===== src/rtl/array_update_arbiter.sv =====
// Two-requester round-robin arbiter feeding a one-stage update pipeline into
// a small register array. An accepted update sits in stage 0 for one cycle
// and is written into the array at the following edge.
module array_update_arbiter #(
    parameter int ELEM_W = 33,
    parameter int N_ELEM = 4
) (
    input  logic                       clk,
    input  logic                       rst_n,
    input  logic                       clear,
    input  logic                       req0_valid,
    input  logic [$clog2(N_ELEM)-1:0]  req0_idx,
    input  logic [ELEM_W-1:0]          req0_data,
    output logic                       req0_ready,
    input  logic                       req1_valid,
    input  logic [$clog2(N_ELEM)-1:0]  req1_idx,
    input  logic [ELEM_W-1:0]          req1_data,
    output logic                       req1_ready,
    output logic [ELEM_W*N_ELEM-1:0]   arr_out,
    output logic                       commit_valid,
    output logic [$clog2(N_ELEM)-1:0]  commit_idx,
    output logic [7:0]                 upd_count
);

    localparam int IDX_W = $clog2(N_ELEM);

    logic              ptr;
    logic              grant0;
    logic              grant1;
    logic              s0_valid;
    logic [IDX_W-1:0]  s0_idx;
    logic [ELEM_W-1:0] s0_data;
    logic [ELEM_W-1:0] arr [N_ELEM];
    logic              do_write;

    // Grant selection: a lone requester wins, a tie goes to the pointer.
    // Reset and clear suppress every grant so nothing is accepted then.
    always_comb begin
        grant0 = 1'b0;
        grant1 = 1'b0;
        if (rst_n && !clear) begin
            if (req0_valid && (!req1_valid || !ptr)) begin
                grant0 = 1'b1;
            end else if (req1_valid) begin
                grant1 = 1'b1;
            end
        end
    end

    assign req0_ready = grant0;
    assign req1_ready = grant1;
    assign do_write   = s0_valid && !clear;

    // Priority pointer moves to the loser after a grant, holds otherwise.
    always_ff @(posedge clk or negedge rst_n) begin
        if (!rst_n) begin
            ptr <= 1'b0;
        end else if (grant0) begin
            ptr <= 1'b1;
        end else if (grant1) begin
            ptr <= 1'b0;
        end
    end

    // Stage 0 captures the granted request; clear leaves it empty because
    // clear already blocks every grant.
    always_ff @(posedge clk or negedge rst_n) begin
        if (!rst_n) begin
            s0_valid <= 1'b0;
            s0_idx   <= '0;
            s0_data  <= '0;
        end else begin
            s0_valid <= grant0 || grant1;
            s0_idx   <= grant1 ? req1_idx : req0_idx;
            s0_data  <= grant1 ? req1_data : req0_data;
        end
    end

    // Array write from stage 0; clear zeroes everything and drops the entry.
    always_ff @(posedge clk or negedge rst_n) begin
        if (!rst_n) begin
            for (int i = 0; i < N_ELEM; i++) begin
                arr[i] <= '0;
            end
        end else if (clear) begin
            for (int i = 0; i < N_ELEM; i++) begin
                arr[i] <= '0;
            end
        end else if (s0_valid) begin
            arr[s0_idx] <= s0_data;
        end
    end

    // Commit pulse and running update count; the count survives clear.
    always_ff @(posedge clk or negedge rst_n) begin
        if (!rst_n) begin
            commit_valid <= 1'b0;
            commit_idx   <= '0;
            upd_count    <= 8'd0;
        end else begin
            commit_valid <= do_write;
            commit_idx   <= do_write ? s0_idx : '0;
            if (do_write) begin
                upd_count <= upd_count + 8'd1;
            end
        end
    end

    // Flatten the array onto the output bus, element i at slice i.
    for (genvar g = 0; g < N_ELEM; g++) begin : g_flat
        assign arr_out[g*ELEM_W +: ELEM_W] = arr[g];
    end

endmodule


===== config.mk =====
export PLATFORM = sky130hd
export DESIGN_NAME = array_update_arbiter
export DESIGN_NICKNAME = d
export VERILOG_FILES = /design/src/rtl/array_update_arbiter.sv
export SDC_FILE = /design/constraint.sdc
export NUM_CORES = 1
export LEC_CHECK = 0
export BUFFER_PORTS_ARGS = -buffer_cell sky130_fd_sc_hd__buf_2
export CELL_PAD_IN_SITES_DETAIL_PLACEMENT = 0
export CELL_PAD_IN_SITES_GLOBAL_PLACEMENT = 2
export CORE_ASPECT_RATIO = 1.75
export CORE_MARGIN = 4
export CORE_UTILIZATION = 32
export CTS_BUF_LIST = sky130_fd_sc_hd__clkbuf_8
export CTS_CLUSTER_DIAMETER = 150
export DETAILED_ROUTE_END_ITERATION = 8
export HOLD_SLACK_MARGIN = 0.1
export PLACE_DENSITY_LB_ADDON = 0.1
export REMOVE_ABC_BUFFERS = 1
export SLEW_MARGIN = 10
export SYNTH_ARGS = -nofsm -noshare
export SYNTH_HDL_FRONTEND = slang
export SYNTH_SLANG_ARGS = --single-unit

===== constraint.sdc =====
create_clock -name clk -period 2.1 [get_ports clk]
set_clock_uncertainty 0.05 [all_clocks]
set_input_delay 0.105 -clock clk [delete_from_list [all_inputs] [get_ports clk]]
set_output_delay 0.105 -clock clk [all_outputs]
set_load 0.03 [all_outputs]

# After elaboration in Yosys (flattened, before gate mapping)
# Index checks and enable logic that the tools add are counted.
# word_totals
romBits	0
wordCells	41
mem_bits_rw	0
register_bits	180
memories	0
output_inout_bits	145
latchBits	0
inputBits	75
# classes
n_bitwise	1
n_mux	15
n_addsub	1
n_lt_le_gt_ge	2
n_reduce_logical	11
shifts	0
mul	0
n_eq_ne	0
div_mod_pow	0
# ops
op	n
two-way mux 132 bit	2
bitwise mux 132 bit	1
demux 33 bit (select 2 bit)	1
two-way mux 33 bit	2
adder 8 x 1 -> 8 bit, second input constant	1
two-way mux 1 bit	7
logical AND 1 bit	4
two-way mux 2 bit	2
nonzero test 2 bit	2
>= comparator 3 bit, second input constant	1
logical NOT 1 bit	3
< comparator 3 x 1 -> 1 bit, second input constant	1
inverter 2 -> 3 bit	1
logical OR 1 bit	2

# Depth between registers and ports, before layout
# Gate-level depths: netlist of run 1.
# depth
word_depth	8
ltp_mapped	6
ltp_nobuf	3

# Least setup slack after synthesis of run 1
# No wires, ideal clock.
# synth_timing
path_kind	flip-flop to flip-flop
from	register s0_idx[1]
to	register arr (netlist bit arr_out[10])
arrival_ns	1.324
path_buffers	3
setup_ns	0.136
required_time_ns	1.914
period_less_slack_ns	1.510
stages_incl_launch_ff	7
path_slack_ns	0.590
cell_sequence	dfrtp_1 -> buf_6 -> or3b_2 -> buf_2 -> buf_6 -> nand2_1 -> a21oi_1
# synth_between
elab_chain_cells	8
word_cells_on_any_way	9
cone_classes	order compare: 2; mux: 5; bitwise: 1; reduce/logical: 1
# synth_rtl
element	line_no	text
start, declared	31	logic [IDX_W-1:0] s0_idx;
start signal, assigned	74	s0_idx <= grant1 ? req1_idx : req0_idx;
inverter 2 -> 3 bit (not written as such) *	90	arr[s0_idx] <= s0_data;
>= comparator 3 bit (not written as such) / < comparator 3 x 1 -> 1 bit (equally long branches)	90	
logical AND 1 bit (not written as such)	90	
two-way mux 33 bit (not written as such)	90	
demux 33 bit (select 2 bit) *	90	
bitwise mux 132 bit *	90	
two-way mux 132 bit *	89	end else if (s0_valid) begin
two-way mux 132 bit *	85	end else if (clear) begin
end signal, assigned by index	90	
end, declared	33	logic [ELEM_W-1:0] arr [N_ELEM];
# Mark *: on every way between the ends. The rest lies on a longest branch, timed or not. The select of a mux whose other input is x is not followed.
# A chain may end at the register's enable or synchronous reset.

# Worst setup path after layout of run 1
# layout_timing
from	register ptr
to	register s0_data[1]
# layout_between
elab_chain_cells	6
# layout_rtl
element	line_no	text
start, declared	27	logic ptr;
start signal, assigned	57	ptr <= 1'b0;
start signal, assigned	59	ptr <= 1'b1;
start signal, assigned	61	ptr <= 1'b0;
logical NOT 1 bit	42	if (req0_valid && (!req1_valid || !ptr)) begin
logical OR 1 bit	42	
logical AND 1 bit	42	
two-way mux 1 bit	42	
two-way mux 1 bit	41	if (rst_n && !clear) begin
two-way mux 33 bit	75	s0_data <= grant1 ? req1_data : req0_data;
end signal, assigned	75	
end, declared	32	logic [ELEM_W-1:0] s0_data;
# No other way between the ends.

==> results of run 1 <==
[cells by family after synthesis]
| group | after synthesis | synth area share |
|---|---|---|
| flops | 180 | 0.634 |
| buf+inv | 51 | 0.0375 |
| mux | 36 | 0.0571 |
| xor+xnor | 7 | 0.00863 |
| fa+ha+maj | 1 | 0.00176 |
| simple gates | 287 | 0.163 |
| compound gates | 135 | 0.0974 |
[final timing paths]
kind / end / cells past startpoint / slack (ps) / from
max: s0_data[1]$_DFF_PN0_ / 5 / 120 / ptr$_DFFE_PN0P_
min: ptr$_DFFE_PN0P_ / 4 / 210 / clear
max reg2reg: s0_data[1]$_DFF_PN0_ / 5 / 120 / ptr$_DFFE_PN0P_
min reg2reg: upd_count[7]$_DFFE_PN0P_ / 1 / 420 / upd_count[7]$_DFFE_PN0P_
max in group asynchronous: arr_out[56]$_DFFE_PN0P_ / 3 / 880 / rst_n
min in group asynchronous: arr_out[104]$_DFFE_PN0P_ / 3 / 370 / rst_n
[synthesized netlist by cell type, types with 2 or more instances]
cell      instances  share of area
nand2_1         267           0.14
buf_2            15          0.011
clkbuf_1         27          0.014
buf_6             7          0.011
a21oi_1         132          0.093
dfrtp_1         180           0.63
nand3b_1          2         0.0021
and3_1            3         0.0026
xnor2_1           6         0.0074
and2_1            2         0.0018
and3b_1           2         0.0025
mux2_2           35          0.055
nor2b_1           2         0.0018
nand4_1           4         0.0035
[routing by layer]
layer	GRT usage	vias to the layer above
met3	0.0456	19
met5	0	-
met2	0.336	182
met1	0.229	2995
li1	-	2816
met4	0.0539	0
[stage by stage]
stage,power (W),area (um2),std cells,hold slack [ps],util
6_report,0.00692,9620,1280,213,0.444
5_1_grt,0.00725,9620,1280,213,0.444
4_1_cts,0.00703,9620,1280,173,0.444
3_5_place_dp,0.00462,8500,1175,290,0.392
3_3_place_gp,0.00460,8500,1175,288,0.392
2_1_floorplan,0.00419,6840,647,-241,-
[state kept, by name (all words and copies together), names as in the netlist]
| signal | flops |
|---|---|
| arr_out | 132 |
| commit_idx | 2 |
| commit_valid | 1 |
| ptr | 1 |
| s0_data | 33 |
| s0_idx | 2 |
| s0_valid | 1 |
| upd_count | 8 |
[worst register-to-register path, cell delays in order (launching register included)]
cell and delay [ps]:
dfrtp_1 350, inv_1 70, a21oi_4 130, buf_4 300
mux2_2 400, dlygate4sd3_1 560
[layout make-up]
class | instances | area (um2) | share of cell area
tap | 292 | 365 | 0.0380
sequential | 180 | 4500 | 0.468
timing repair buffer | 312 | 2040 | 0.212
inverter | 1 | 3.75 | 0.000390
clock buffer | 19 | 262 | 0.0272
multi-input combinational | 466 | 2350 | 0.244
clock inverter | 10 | 95.1 | 0.00989
[power breakdown]
group	internal [W]	switching [W]	total (W)
registers	0.00361	0.000145	0.00375
logic	0.000370	0.000543	0.000913
clock network	0.00108	0.00118	0.00225
==> out/qor.yml, run 1 <==
status: "finished, final reports clean"
synth-edff-count: 0
holdBufCountCts: 76
gp_congestion: 0.782
worst_setup_hold_path_clk_slew_ps: 80
cp.arrival_ps: 2260
max_stage_delay_ps: 560
grt_pass1_wl_um: 35900
min_period_ps: 1980
area_growth_syn_to_layout_pct: 35.4
ant_nets: 0
drt-initial-drc-count: 320
slowest_stage: "dlygate4sd3_1"
fin_crit_sh: 0.942
hold_viol: 0
die-area_mm2: 0.0247
vdd_drop_max_v: 0.000375
met1Wirelength_um: 9190
insertion_delay_ps: 450
pwr_density_cell_mw_per_mm2: 719
async_reset_ff_frac: 1.00
layout.nets: 1054
clock_sinks: 180
io_buffers: 219
die_w_um: 121
fillCellCount: 2184
synth_seq_cells: 180
path_buf_inv: 3
finalSetupViolCount: 0
grt_max_degree: 181
final_cell_mix: "nand2_1 (267), buf_2 (217), dfrtp_1 (180), a21oi_1 (132), dlygate4sd3_1 (76)"
synth.avg_cell_area_um2: 10.2
syn_inst: 697
setup_ws_ps: 121
route.met3.wl_um: 1380
clock.fmax_mhz: 505
hold_class: "in -> reg"
cp.required_ps: 2380
clk_root_buffer_cell: "clkbuf_8"
ctsLongestPathBuffers: 2
rows: 71
wl_per_cell_um: 18.1
drt-vias-per-instance: 4.70
via_count: 6012
synthFlopType: "dfrtp_1"
maxUsedRoutingLayer: "met4"
critPathLaunchType: "flop"
synth_cell_types: 27
maxCapViolCount: 0
n_antenna_cell: 0
dp_hpwl_um: 14800
antenna_found_initial: 0
path_cells: "inv_1 -> a21oi_4 -> buf_4 -> mux2_2 -> dlygate4sd3_1"
io_pins: 220
dp_worst_setup_slack_ps: 431
cts-resized-gates: 0
grtUsageTotal: 0.190
core_mm2: 0.0217
drive_gt1_frac: 0.308
dr.pass1.iters: 5
cts_tree: "built"
die_h_um: 205
final-max-slew-violation-count: 0
cp-end-kind: "flop"
drcViolationCount: 0
overflow: 0
critical_path_class: "reg -> reg"
start_util: 0.328
yosysSeqAreaShare: 0.634
p_leak_nw: 4.67
syn_area_mm2: 0.00710
dr_wl_met2_um: 12200
drt-total-wl_um: 23100
cts.htree.levels: 4
first_global_vias: 6209
cts_setup_buffers: 0
cp_max_fo: 20
final_common_cell: "nand2_1"
yosys_warnings: 0
rsz0062_at_grt: "false"
slew_headroom: 0.331
cts_buffers: 17
fin_setup_tns_ps: 0
worst_pin_slew_ps: 1000
path_delay_family: "buffers and inverters"
Power figures use the tool's default switching activity.
==> run 2, diff against run 1 <==
Settings changed: CORE_ASPECT_RATIO 1.75 to 0.6, REMOVE_ABC_BUFFERS 1 to unset.
==> run 2 against run 1 <==
  * Flip-flop and latch count is the same
  * Non-clock buffer count shrank 5
  * Cell count decreased by 1.2%
  * Die area about the same
  * Clock power up 19%
  * Combinational power down 0.9%
  * Power up 6.1%
  * Hold slack lost 42 ps
  * Count of clock-buffer cells in the layout up 1
  * Global-route usage is 0.082 points lower
  * Critical path type unchanged
  * Highest routed layer unchanged
==> out/qor.yml, run 2 (synthesis gave the netlist of run 1 again) <==
max_stage_delay_ps: 590
cts.htree.levels: 4
clock.fmax_mhz: 497
reg2reg_to: "s0_data[21]$_DFF_PN0_"
worstHoldStart: "clear"
min_period_ps: 2010
die-area_mm2: 0.0247
hold_viol: 0
fin_crit_sh: 0.959
dr.pass1.iters: 4
overflow: 0
gp_congestion: 0.757
rsz0062_at_grt: "false"
finalSetupViolCount: 0
drt-total-wl_um: 23200
drt-vias-per-instance: 4.74
first_global_vias: 6232
fin_setup_tns_ps: 0
area_growth_syn_to_layout_pct: 36.4
cp.required_ps: 2380
fillCellCount: 2060
top_usage_layer: "met2"
clk_root_buffer_cell: "clkbuf_8"
insertion_delay_ps: 460
drive_gt1_frac: 0.311
met3_usage: 0.0585
p_leak_nw: 4.67
worst_pin_slew_ps: 995
final-max-slew-violation-count: 0
dpl.cell_count: 1158
ctsLongestPathBuffers: 2
grtUsageTotal: 0.189
io_pins: 220
crit_start: "ptr$_DFFE_PN0P_"
slowest_stage: "dlygate4sd3_1"
critPathLaunchType: "flop"
cp.arrival_ps: 2290
via_count: 5999
path_cells: "inv_1 -> a21oi_4 -> buf_6 -> mux2_2 -> dlygate4sd3_1"
drcViolationCount: 0
die_w_um: 200
start_util: 0.332
final_cell_mix: "nand2_1 (267), buf_2 (217), dfrtp_1 (180), a21oi_1 (132), dlygate4sd3_1 (75)"
pwr_density_cell_mw_per_mm2: 758
hold_class: "in -> reg"
core_mm2: 0.0214
vdd_drop_max_v: 0.000607
cts_buffers: 17
dp_hpwl_um: 15100
ff2ff_path_depth: 5
r2r-start: "ptr$_DFFE_PN0P_"
grt.met1_usage: 0.264
wl_per_cell_um: 18.3
grtUsageMet2: 0.293
rrSetupSlack_ps: 90
n_antenna_cell: 0
largest_reg_flops: 132
cp_max_fo: 20
final_common_cell: "nand2_1"
path_buf_inv: 3
critical_path_class: "reg -> reg"
maxCapViolCount: 0
hold_end: "ptr$_DFFE_PN0P_"
status: "finished, final reports clean"
grt_max_degree: 181
antenna_found_initial: 0
path_delay_family: "buffers and inverters"
ant_nets: 0
die_h_um: 123
grt_pass1_wl_um: 35900
slew_headroom: 0.337
clock_sinks: 180
cp-end-kind: "flop"
layout.nets: 1049
fin_cells: 1265
syn_nets: 773
io_buffers: 219
rows: 41
cts_tree: "built"
worst_setup_hold_path_clk_slew_ps: 90
whs_path_depth: 4
drt-initial-drc-count: 259
## run 2: how the worst max path moves through the flow
stage                                          to  cells past startpoint
after detailed placement   arr_out[6]$_DFFE_PN0P_                      3
after global routing         s0_data[8]$_DFF_PN0_                      5
after CTS                   s0_data[21]$_DFF_PN0_                      5
after floorplan           arr_out[10]$_DFFE_PN0P_                      6
final                       s0_data[21]$_DFF_PN0_                      5
after global placement    arr_out[17]$_DFFE_PN0P_                      3
## run 2: what timing repair did
item	CTS	global route
buffers inserted	0	0
hold endpoints to repair	230	0
setup endpoints to repair	0	10
hold buffers	75	0
gates resized for setup	0	1
## run 2: final cells by class
type,instances,area [um2],share of cell area
Inverter,1,3.75,0.000387
Clock inverter,12,178,0.0183
Tap cell,279,349,0.0360
Sequential cell,180,4500,0.465
Clock buffer,20,275,0.0284
Multi-Input combinational cell,466,2350,0.242
Timing Repair Buffer,307,2030,0.210
## run 2: metal layers
| layer | up-vias | share of wire |
|---|---|---|
| met2 | 154 | 0.45 |
| li1 | 2815 | - |
| met5 | - | 0 |
| met4 | 0 | 0.0094 |
| met3 | 18 | 0.062 |
| met1 | 3012 | 0.48 |
## run 2: stage by stage
step | hold slack (ps) | setup slack (ps) | area (um2) | power [W] | utilization
after floorplan | -241 | 590 | 7100 | 0.00425 | -
after global placement | 290 | 345 | 8480 | 0.00460 | 0.396
after detailed placement | 290 | 293 | 8480 | 0.00462 | 0.396
after CTS | 129 | 30.8 | 9680 | 0.00743 | 0.453
after global routing | 152 | 17.0 | 9690 | 0.00767 | 0.453
final | 172 | 87.0 | 9690 | 0.00734 | 0.453
## run 2: worst register-to-register path, stage by stage, from the launching register on
cell	delay, ps
dfrtp_1	360
inv_1	80
a21oi_4	140
buf_6	250
mux2_2	410
dlygate4sd3_1	590
## run 2: report_power, final
group / switching, W / leakage, nW / internal, W
Sequential: 0.000162 / 2.41 / 0.00361
Clock: 0.00128 / 0.217 / 0.00139
Combinational: 0.000536 / 2.04 / 0.000369
